## config.mk

```make
export PLATFORM = sky130hd
export DESIGN_NAME = hs_pipe_fifo
export DESIGN_NICKNAME = d
export VERILOG_FILES = /design/src/rtl/hs_pipe_fifo.sv
export SDC_FILE = /design/constraint.sdc
export NUM_CORES = 1
export LEC_CHECK = 0
export ABC_AREA = 0
export CORE_MARGIN = 4
export CORE_UTILIZATION = 58
export CTS_BUF_LIST = sky130_fd_sc_hd__clkbuf_4 sky130_fd_sc_hd__clkbuf_8
export CTS_CLUSTER_SIZE = 20
export DETAILED_ROUTE_END_ITERATION = 7
export MAX_ROUTING_LAYER = met4
export PLACE_DENSITY = 0.82
export SETUP_SLACK_MARGIN = 0.2
export SLEW_MARGIN = 25
export SYNTH_ARGS = -nofsm -noshare
export SYNTH_HDL_FRONTEND = slang
export SYNTH_SLANG_ARGS = --single-unit
export TNS_END_PERCENT = 5
```

## constraint.sdc

```tcl
create_clock -name clk -period 3.97 [get_ports clk]
set_input_delay 0.9925 -clock clk [delete_from_list [all_inputs] [get_ports clk]]
set_output_delay 0.9925 -clock clk [all_outputs]
set_load 0.02 [all_outputs]
```

## src/rtl/hs_pipe_fifo.sv

```systemverilog
`default_nettype none
// ============================================================================
// Module   : hs_pipe_fifo
// Purpose  : 4-phase req/ack handshake pipeline stage with a DEPTH x WIDTH
//            FIFO buffer; `HS_STATUS_EN adds level and proto_err outputs.
// Revision : 1.0  initial release
// ============================================================================
module hs_pipe_fifo #(
  parameter int WIDTH = 64,
  parameter int DEPTH = 4
) (
  input  logic             clk,
  input  logic             reset,
  input  logic             Rin,
  output logic             Ain,
  input  logic [WIDTH-1:0] data_in,
  output logic             Rout,
  input  logic             Aout,
  output logic [WIDTH-1:0] data_out,
  output logic             full,
  output logic             empty
`ifdef HS_STATUS_EN
  ,
  output logic [$clog2(DEPTH+1)-1:0] level,
  output logic                       proto_err
`endif
);

  localparam int c_ptr_w = (DEPTH > 1) ? $clog2(DEPTH) : 1;
  localparam int c_cnt_w = $clog2(DEPTH + 1);
  localparam logic [c_ptr_w-1:0] c_ptr_last = c_ptr_w'(DEPTH - 1);
  localparam logic [c_cnt_w-1:0] c_cnt_full = c_cnt_w'(DEPTH);

  typedef enum logic [0:0] {
    I_IDLE = 1'b0,
    I_ACK  = 1'b1
  } in_state_t;

  typedef enum logic [1:0] {
    O_IDLE = 2'd0,
    O_REQ  = 2'd1,
    O_WAIT = 2'd2
  } out_state_t;

  in_state_t          r_in_state;
  out_state_t         r_out_state;
  logic [c_ptr_w-1:0] r_wr_ptr;
  logic [c_ptr_w-1:0] r_rd_ptr;
  logic [c_cnt_w-1:0] r_count;
  logic [WIDTH-1:0]   r_mem [DEPTH];
  logic [WIDTH-1:0]   r_data_out;
  logic               r_rout;

  logic w_full;
  logic w_empty;
  logic w_push;
  logic w_pop;

  // Pointers wrap explicitly so DEPTH need not be a power of two.
  function automatic logic [c_ptr_w-1:0] f_ptr_inc(input logic [c_ptr_w-1:0] p);
    return (p == c_ptr_last) ? '0 : p + 1'b1;
  endfunction

  assign w_full  = (r_count == c_cnt_full);
  assign w_empty = (r_count == '0);
  assign w_push  = (r_in_state == I_IDLE) && Rin && !w_full;
  assign w_pop   = (r_out_state == O_REQ) && Aout;

  assign Ain      = (r_in_state == I_ACK);
  assign Rout     = r_rout;
  assign data_out = r_data_out;
  assign full     = w_full;
  assign empty    = w_empty;

  // Storage is never reset; stale entries are unreachable once pointers clear.
  always_ff @(posedge clk) begin
    if (w_push) begin
      r_mem[r_wr_ptr] <= data_in;
    end
  end

  always_ff @(posedge clk or negedge reset) begin
    if (!reset) begin
      r_in_state  <= I_IDLE;
      r_out_state <= O_IDLE;
      r_wr_ptr    <= '0;
      r_rd_ptr    <= '0;
      r_count     <= '0;
      r_data_out  <= '0;
      r_rout      <= 1'b0;
    end else begin
      case (r_in_state)
        I_IDLE: begin
          if (w_push) begin
            r_wr_ptr   <= f_ptr_inc(r_wr_ptr);
            r_in_state <= I_ACK;
          end
        end
        I_ACK: begin
          if (!Rin) begin
            r_in_state <= I_IDLE;
          end
        end
        default: r_in_state <= I_IDLE;
      endcase

      case (r_out_state)
        O_IDLE: begin
          if (!w_empty) begin
            r_data_out  <= r_mem[r_rd_ptr];
            r_rout      <= 1'b1;
            r_out_state <= O_REQ;
          end
        end
        O_REQ: begin
          if (Aout) begin
            r_rd_ptr    <= f_ptr_inc(r_rd_ptr);
            r_rout      <= 1'b0;
            r_out_state <= O_WAIT;
          end
        end
        O_WAIT: begin
          if (!Aout) begin
            r_out_state <= O_IDLE;
          end
        end
        default: begin
          r_rout      <= 1'b0;
          r_out_state <= O_IDLE;
        end
      endcase

      // The word stays counted until its consumer acknowledge arrives.
      case ({w_push, w_pop})
        2'b10:   r_count <= r_count + 1'b1;
        2'b01:   r_count <= r_count - 1'b1;
        default: r_count <= r_count;
      endcase
    end
  end

`ifdef HS_STATUS_EN
  logic r_rin_q;
  logic r_proto_err;
  logic w_req_withdrawn;
  logic w_stray_ack;

  assign w_req_withdrawn = r_rin_q && !Rin && (r_in_state == I_IDLE);
  assign w_stray_ack     = Aout && (r_out_state == O_IDLE);

  always_ff @(posedge clk or negedge reset) begin
    if (!reset) begin
      r_rin_q     <= 1'b0;
      r_proto_err <= 1'b0;
    end else begin
      r_rin_q <= Rin;
      if (w_req_withdrawn || w_stray_ack) begin
        r_proto_err <= 1'b1;
      end
    end
  end

  assign level     = r_count;
  assign proto_err = r_proto_err;
`endif

endmodule
`default_nettype wire

```

==> summary.md, run 1 <==
| Metric | Value |
|---|---|
| Clock Pin Slew Worst Setup and Hold Paths | 60 ps |
| CP Class | flop to output port |
| MaxCap Viol Count | 0 |
| Post-Syn Nets | 598 |
| Pre-antenna DRT Iters | 4 |
| Mux cell area share after synthesis | 0.181 |
| Post-synth cell types | 25 |
| Die Ht | 153 µm |
| Placer Congestion | 0.749 |
| Die W | 153 µm |
| Hold Path Class | input port to async pin |
| Headroom to the max-slew limit | 0.366 |
| Post-Syn Area | 12200 µm² |
| Core area | 20500 µm² |
| Fmax achieved | 321 MHz |
| CP top delay family | buffers and inverters |
| Mean Syn Cell Area | 23.4 µm² |
| Fin crit period | 3110 ps |
| Flops & latches, synth | 331 |
| Vias in the first global route | 6446 |
| Gr ovfl total | 0 |
| Longest Clk Path Bufs | 3 |
| First-pass GRT wire length | 36200 µm |
| Synth Instances | 523 |
| Endpoint class of the critical path | output port |
| Final net count | 770 |
| Cts bufs inserted | 49 |
| Synth Area in Compound Gates | 0.00256 |
| Vias | 5721 |
| Worst skew pair latency | 550 ps |
| Setup bufs post-CTS | 0 |
| Simple-gate share of the synthesized area | 0.00818 |
| Design Power | 11300 µW |
| RSZ-0062 raised after global routing | false |
| Leakage power | 0.00514 µW |
| Util after Layout | 0.727 |
| H-tree levels | 2 |
| Period utilization | 0.784 |
| Routed Antenna Nets | 0 |
| Post-Synth Adder-Cell Area | 0.00777 |
| WP data arrival | 2120 ps |
| Clock sink count | 331 |
| Dpl hpwl | 14200 µm |
| Die area | 23500 µm² |
| Post-CTS Resized | 0 |
| YS warnings | 0 |
| Worst path cell trace | nor3b_1 > clkdlybuf4s50_1 |
| Worst flop-to-flop path endpoint | data_out[47] |
| Area growth from synthesis to layout | 21.8% |
| Worst Tran Pin Value | 951 ps |
| Drt total wl | 22600 µm |
| R2r worst-path depth | 3 |
| Status | completed |
| CP max stage cell | clkdlybuf4s50_1 |
| # IOs | 136 |
| Setup TNS Final | 0 ps |
| CP Data Required Time | 2980 ps |
| Buffers on Ports | 135 |
| Reg2reg start | r_rd_ptr[0] |
| CTS tree | built |
| Clk_skew | 12.9 ps |
| Final setup violation count | 0 |
| DR vias/cell | 5.69 |
| DRC | 0 |
| Power Dens Cells | 758 nW/µm² |
| CTS root buffer | clkbuf_8 |
| GRT Total Usage | 0.204 |
| Layout cells sized above 1 | 0.313 |
| Number of DRC violations after detailed-routing iteration 0 | 412 |
| Crit start category | flop |
| Initial Util | 0.597 |
| Slew Limit Fails | 0 |
| Final hold viol count | 0 |
| Initial antenna violation count | 3 |
| Worst vdd ir | 0.000453 V |
| Worst Path Buf+Inv | 1 |
| Post-CTS Hold Buffers | 0 |
| XOR/XNOR Fraction of Synth Area | 0.00286 |
| Reg2reg setup slack | 1680 ps |
| Num rows | 52 |
| Routed len/inst | 22.5 µm |
| Largest net degree at the start of global routing | 76 |
| Main combinational cell family by area after synthesis | multiplexers |
| Critical Path Fanout Max | 4 |
| Post-synthesis sequential area ratio | 0.782 |
| Critical Path Max Stage Delay | 700 ps |
power breakdown:
part / switching, µW / internal, µW / total (µW) / leakage (µW)
sequential: 572 / 4510 / 5080 / 0.00320
combinational: 1530 / 1980 / 3510 / 0.00141
clock: 1200 / 1510 / 2710 / 0.000531
total: 3300 / 8000 / 11300 / 0.00514
stage by stage:
stage	worst slack (ps)	hold WS [ps]	std cells	instance area [µm²]
global route	729	521	1005	14900
CTS	819	509	1002	14900
global placement	921	490	914	13900
floorplan	692	495	523	12200
detailed placement	860	495	914	13900
finish	859	482	1005	14900
placed cells by master (no fill, tap or decap), drive strengths merged:
cell type,Yosys,final
nor2,5,5
clkinv,0,15
edfxtp,256,256
mux2i,1,1
bufinv,0,1
o41ai,1,1
inv,8,8
clkinvlp,0,1
clkdlybuf4s50,0,134
mux4,64,64
o22ai,1,1
buf,15,8
nor3b,2,2
ha,6,6
fa,1,1
mux2,68,68
nor3,2,2
xor2,3,3
nand2,1,1
dfrtp,75,75
o22a,1,1
a21boi,1,1
clkbuf,6,71
xnor2,1,1
diode,0,3
and2,5,5
worst max-delay path by stage:
| stage | startpoint | end | slack, ps | depth (start not counted) |
|---|---|---|---|---|
| after floorplan | Rin | r_mem[0][0] | 690 | 2 |
| after global placement | Rin | r_mem[2][4] | 920 | 4 |
| after detailed placement | Rin | r_mem[2][4] | 860 | 4 |
| after CTS | r_count[0] | full | 820 | 2 |
| after global routing | r_count[0] | full | 730 | 2 |
| final | r_count[2] | full | 860 | 2 |
synth_stat cells:
master | count | area share
nor3_4 | 1 | 0.0013
nor2_1 | 5 | 0.0015
nand2_1 | 1 | 0.00031
xnor2_1 | 1 | 0.00072
mux2_2 | 68 | 0.063
nor3b_2 | 1 | 0.0010
nor3_2 | 1 | 0.00082
ha_1 | 6 | 0.0061
buf_6 | 11 | 0.010
buf_1 | 1 | 0.00031
inv_1 | 8 | 0.0025
edfxtp_1 | 256 | 0.63
o41ai_1 | 1 | 0.00072
o22ai_1 | 1 | 0.00051
nor3b_1 | 1 | 0.00061
buf_2 | 3 | 0.0012
o22a_1 | 1 | 0.00072
clkbuf_1 | 6 | 0.0018
dfrtp_1 | 75 | 0.15
and2_1 | 5 | 0.0026
mux2i_1 | 1 | 0.00082
mux4_2 | 64 | 0.12
xor2_1 | 3 | 0.0021
a21boi_0 | 1 | 0.00061
fa_1 | 1 | 0.0016
routing by layer:
layer	GRT usage	wire, µm	vias up	share of wire
li1	-	-	2478	-
met1	0.265	8920	2984	0.39
met2	0.326	11700	221	0.52
met3	0.0543	1570	38	0.069
met4	0.0573	425	0	0.019
met5	-	0	-	0
sequential cells by signal, indices dropped and copies added, names as in the netlist:
| signal | count |
|---|---|
| r_out_state | 2 |
| data_out | 64 |
| r_wr_ptr | 2 |
| Rout | 1 |
| r_count | 3 |
| r_rd_ptr | 2 |
| r_mem | 256 |
| Ain | 1 |
cell families after synthesis:
family	count (synthesis)
DFF	331
and+or+nand+nor	15
AOI/OAI and AO/OA	4
muxes	133
adders and majority gates	7
xor gates and xnor gates	4
buffers and inverters	29
cell type report:
| class | instances | area (µm²) |
|---|---|---|
| multi-input cells | 163 | 2490 |
| flip-flops and latches | 331 | 9570 |
| repair buffers | 142 | 1470 |
| well taps | 270 | 338 |
| clock buffers | 71 | 896 |
| fillers | 1167 | 5590 |
| clock inverters | 17 | 103 |
| inverters | 8 | 30.0 |
| diodes | 3 | 7.51 |
worst reg2reg max path, delay by kind of cell, from the launching register on:
kind | cells | cell delay (ps)
muxes | 2 | 880
buffers and inverters | 1 | 360
DFF | 1 | 930
Power figures use the tool's default switching activity.
==> run 2, diff against run 1 <==
--- a/config.mk
+++ b/config.mk
@@ -7,12 +7,12 @@
 export LEC_CHECK = 0
 export ABC_AREA = 0
 export CORE_MARGIN = 4
-export CORE_UTILIZATION = 58
+export CORE_UTILIZATION = 52
 export CTS_BUF_LIST = sky130_fd_sc_hd__clkbuf_4 sky130_fd_sc_hd__clkbuf_8
 export CTS_CLUSTER_SIZE = 20
 export DETAILED_ROUTE_END_ITERATION = 7
 export MAX_ROUTING_LAYER = met4
-export PLACE_DENSITY = 0.82
+export PLACE_DENSITY = 0.78
 export SETUP_SLACK_MARGIN = 0.2
 export SLEW_MARGIN = 25
 export SYNTH_ARGS = -nofsm -noshare
==> constraint.sdc (replaced) <==
create_clock -name clk -period 2.63 [get_ports clk]
set_input_delay 0.6575 -clock clk [delete_from_list [all_inputs] [get_ports clk]]
set_output_delay 0.6575 -clock clk [all_outputs]
set_load 0.02 [all_outputs]
==> summary.md, run 2 (same netlist as run 1, synthesis figures left out) <==
| Metric | Value |
|---|---|
| Largest register FFs | 256 |
| GR peak layer | met2 |
| Clock sink count | 331 |
| CTS root buffer | clkbuf_8 |
| Cell internal pwr | 12400 µW |
| GRT Total Usage | 0.181 |
| Worst path cell trace | nor3_4 > dlygate4sd2_1 |
| Vias | 5689 |
| Met3 Resource Use GR | 0.0406 |
| H-tree levels | 2 |
| Most frequent cells in the layout | edfxtp_1 (256), clkdlybuf4s50_1 (132), dfrtp_1 (73) |
| Dpl hpwl | 14100 µm |
| Worst Path Buf+Inv | 1 |
| Clock Pin Slew Worst Setup and Hold Paths | 60 ps |
| MaxCap Viol Count | 0 |
| Worst Tran Pin Value | 607 ps |
| M2 GR Usage | 0.278 |
| Pre-CTS setup slack | 0.720 ps |
| WP data arrival | 1670 ps |
| CP Class | flop to output port |
| Die Ht | 161 µm |
| Largest Register | r_mem |
| Util after Layout | 0.664 |
| Gr ovfl total | 0 |
| Number of DRC violations after detailed-routing iteration 0 | 399 |
| Cts bufs inserted | 51 |
| Crit start category | flop |
| Switch Pwr | 5060 µW |
| DR vias/cell | 5.33 |
| Headroom to the max-slew limit | 0.595 |
| Worst skew pair latency | 560 ps |
| Power share of the clock group | 0.252 |
| Met1 GRT Util | 0.251 |
| Layout cells sized above 1 | 0.337 |
| DRC | 0 |
| # IOs | 136 |
| Hold Slack | 65.6 ps |
| Buffers on Ports | 135 |
| Placed cell areas | 14100 µm² |
| Fin crit period | 2320 ps |
| Placer Congestion | 0.715 |
| Post-CTS Hold Buffers | 0 |
| CTS tree | built |
| Die area | 26100 µm² |
| Pre-antenna DRT Iters | 4 |
| Multi-input gate area | 2500 µm² |
| Final instance area | 15200 µm² |
| Power share of the sequential group | 0.430 |
| Initial Util | 0.534 |
| Largest net degree at the start of global routing | 65 |
| Area growth from synthesis to layout | 24.4% |
| CP Data Required Time | 1970 ps |
| Commonest non-fill, non-tap cell in the layout | edfxtp_1 |
| Placed insts | 970 |
| Fmax achieved | 430 MHz |
| Slew Limit Fails | 0 |
| FF/Latch Area | 9570 µm² |
| Initial antenna violation count | 1 |
| Hold Path Class | input port to async pin |
| Clk_skew | 19.2 ps |
| Status | completed |
| Final setup violation count | 0 |
| Die W | 161 µm |
| Final hold viol count | 0 |
| CP max stage cell | dfrtp_1 |
| Worst vdd ir | 0.000833 V |
| Routed len/inst | 20.8 µm |
| Leakage power | 0.00529 µW |
| Combinational power share | 0.318 |
| Fill cells | 1477 |
| Critical Path Fanout Max | 5 |
| Switching share of power | 0.290 |
| Num rows | 55 |
| Final Worst Setup Slack | 306 ps |
| Post-CTS Resized | 4 |
| Final net count | 785 |
| Endpoint class of the critical path | output port |
| Longest Clk Path Bufs | 3 |
| Setup bufs post-CTS | 0 |
| Vias in the first global route | 6321 |
| Power Dens Cells | 1150 nW/µm² |
| First-pass GRT wire length | 35500 µm |
| Drt total wl | 22200 µm |
| Period utilization | 0.884 |
| Core area | 22900 µm² |
| CP top delay family | flip-flops |
| Non-filler cells, final | 1067 |
| Routed Antenna Nets | 0 |
| RSZ-0062 raised after global routing | false |
| Critical Path Max Stage Delay | 460 ps |
[run 2: cell count changes in the layout (fill, tap and decap cells not counted), moves of 3 or more]
cell      previous run  this run
buf_4                2        10
buf_12               5        11
clkinv_1             8         5
clkbuf_4            13        20
[run 2: worst paths after layout]
kind | startpoint | slack (ps) | cells after the start | end
min in group clk | data_out[9] | 510 | 1 | data_out[9]
max in group asynchronous | reset | 1900 | 2 | r_rd_ptr[0]
worst max register to register | r_rd_ptr[0] | 590 | 3 | data_out[2]
worst min register to register | data_out[9] | 510 | 1 | data_out[9]
worst max-delay path | r_count[0] | 310 | 2 | empty
worst min-delay path | reset | 70 | 1 | data_out[11]
[run 2: layout make-up]
type / count / area share
sequential: 331 / 0.629
multi-input combinational: 163 / 0.164
timing repair buffer: 155 / 0.107
clock buffer: 78 / 0.0623
tap: 313 / 0.0257
clock inverter: 18 / 0.00921
inverter: 8 / 0.00197
antenna: 1 / 0.000164
[run 2: power by group through the flow]
stage	Sequential, µW	Clock, µW	Combinational [µW]
after floorplan	7930	0	3210
after global placement	7540	0	5520
after CTS	7530	4490	5660
final	7510	4390	5560
after detailed placement	7610	0	5630
after global routing	7650	4780	5930
[run 2: metrics by stage]
step,TNS [ps],total power (µW)
after floorplan,-61630,11100
after global routing,0,18400
final,0,17500
after detailed placement,0,13200
after global placement,0,13100
after CTS,0,17700
[run 2: metal layers]
layer  vias to the layer above  wire length (µm)
met4                         0               348
met5                         -                 0
met2                       197             10800
li1                       2517                 -
met3                        30              1460
met1                      2945              9550
==> edit (settings of run 2) <==
Encoding of `out_state_t`: now one-hot (3 bits for 3 states).
--- a/src/rtl/hs_pipe_fifo.sv
+++ b/src/rtl/hs_pipe_fifo.sv
@@ -38,6 +38,6 @@
 
-  typedef enum logic [1:0] {
-    O_IDLE = 2'd0,
-    O_REQ  = 2'd1,
-    O_WAIT = 2'd2
+  typedef enum logic [2:0] {
+    O_IDLE = 3'b001,
+    O_REQ  = 3'b010,
+    O_WAIT = 3'b100
   } out_state_t;
Check against the original RTL: same outputs for any inputs over 4 cycles, from zero or initial values and one cycle with reset low; so few cycles prove little.
==> edit against run 2 <==
Total power up 3.7%; sequential cell count up 1; worst hold slack better by 1.9 ps; design area up 3.9%; count of clock-buffer cells in the layout down 4; setup slack worse by 39 ps; synthesized area up 4.9%; wire length up 6.9%.
==> edit: results (changes against run 2) <==
status=finished clean; arrival time at the worst endpoint=1710 ps (+40 ps); share of synthesized flip-flops with an asynchronous set or reset=22.89% (+0.23 points); number of distinct standard cells referenced by the synthesized netlist=32 (+28%); reg-to-reg setup timing slack=490 ps (-100 ps); wire length of the first global-routing pass=36890 um (+4.0%); fraction of post-synthesis cell area in the top cell type by area=59.91% (-2.9 points); sequential element share of the synthesized area=74.74% (-3.4 points); final wirelength=23690 um (+6.9%); via count of the first global-routing pass=6445 (+2.0%); ratio of cells with drive above 1 in the final layout=29.50% (-4.2 points); Max stage delay on crit path=430 ps (-30 ps); final RePlAce weighted congestion=0.7494 (+4.8%); total nets after synthesis=607 (+1.5%); placed inst area=14760 um2 (+4.5%); GRT Util Overall=18.45% (+0.32 points); total net switching power=5.288 mW (+4.6%); Min Hold Slack=67.58 ps (+1.935 ps); end point of the critical path=full; initial drt markers=354 (-11%); Final Net Count=805 (+2.5%); measured slew at the worst slew-check pin=573.7 ps (-33.74 ps); Detailed Routing Iterations Pass 1=5 (+1); x dimension of the die=165.1 um (+2.3%); number of inserted filler cells in the final layout=1590 (+7.7%); cell types with the highest counts after synthesis=edfxtp_1, dfrtp_1, mux2_4; half-perimeter wire length of the detailed placement result=15220 um (+7.9%)
edit: changes by cell type after synthesis, moves of 4 or more:
| cell | run 2 | this run |
|---|---|---|
| mux4_2 | 64 | 23 |
| buf_12 | 0 | 6 |
| clkbuf_1 | 6 | 0 |
| mux2_2 | 68 | 8 |
| buf_6 | 11 | 7 |
| mux2_4 | 0 | 60 |
| clkbuf_8 | 0 | 7 |
| mux4_1 | 0 | 41 |
edit: logic make-up (layout without fill, tap and decap cells):
family	count (synthesis)	count (layout)	synth area share [%]
buffers and inverters	29	270	2.652
XOR/XNOR	3	3	0.2048
adder cells (fa/ha/maj)	7	7	0.7410
AND/OR/NAND/NOR	21	21	1.063
flip-flops	332	332	74.74
AO/OA/AOI/OAI	7	7	0.3705
other	0	1	0
multiplexers	133	133	20.23
edit: power by group through the flow:
stage	logic [mW]	registers (mW)	clock network (mW)
3_5_place_dp	6.40	7.58	0
2_1_floorplan	3.99	7.95	0
3_3_place_gp	6.28	7.50	0
5_1_grt	6.71	7.60	4.68
6_report	6.34	7.48	4.28
4_1_cts	6.45	7.50	4.39
edit: how the worst min path moves through the flow:
stage,endpoint,cells past startpoint
3_3_place_gp,r_count[2],1
6_report,data_out[4],1
4_1_cts,data_out[49],1
2_1_floorplan,Ain,0
3_5_place_dp,data_out[2],1
5_1_grt,data_out[23],1
edit: per-layer routing:
metal  share of wire [%]  global-route usage [%]  up-vias
li1                    -                       -     2609
met3                 5.2                   4.170       29
met5                   0                       -        -
met4                 1.2                   4.423        0
met1                  45                   26.25     3050
met2                  48                   27.80      178
edit: layout make-up:
cell class | count | area (um2) | area share, %
well taps | 324 | 405.4 | 2.563
clock inverters | 22 | 138.9 | 0.8782
flip-flops and latches | 332 | 9595 | 60.67
inverters | 8 | 30.03 | 0.1899
multi-input cells | 171 | 2918 | 18.45
repair buffers | 166 | 1800 | 11.38
clock buffers | 74 | 924.6 | 5.847
diodes | 1 | 2.502 | 0.01582
edit: repair_timing:
action,CTS,global route
resized for setup,2,2
cloned,0,0
endpoints found under the setup margin,2,2
edit: stage by stage:
step | util (%) | total power, mW | cells | setup slack [ps]
after global placement | 60.67 | 13.78 | 1001 | 129.8
after detailed placement | 60.67 | 13.97 | 1001 | 53.16
after global routing | 65.03 | 18.99 | 1098 | 130.1
after floorplan | - | 11.94 | 532 | 183.7
final | 65.03 | 18.10 | 1098 | 267.0
after CTS | 65.04 | 18.33 | 1097 | 134.8
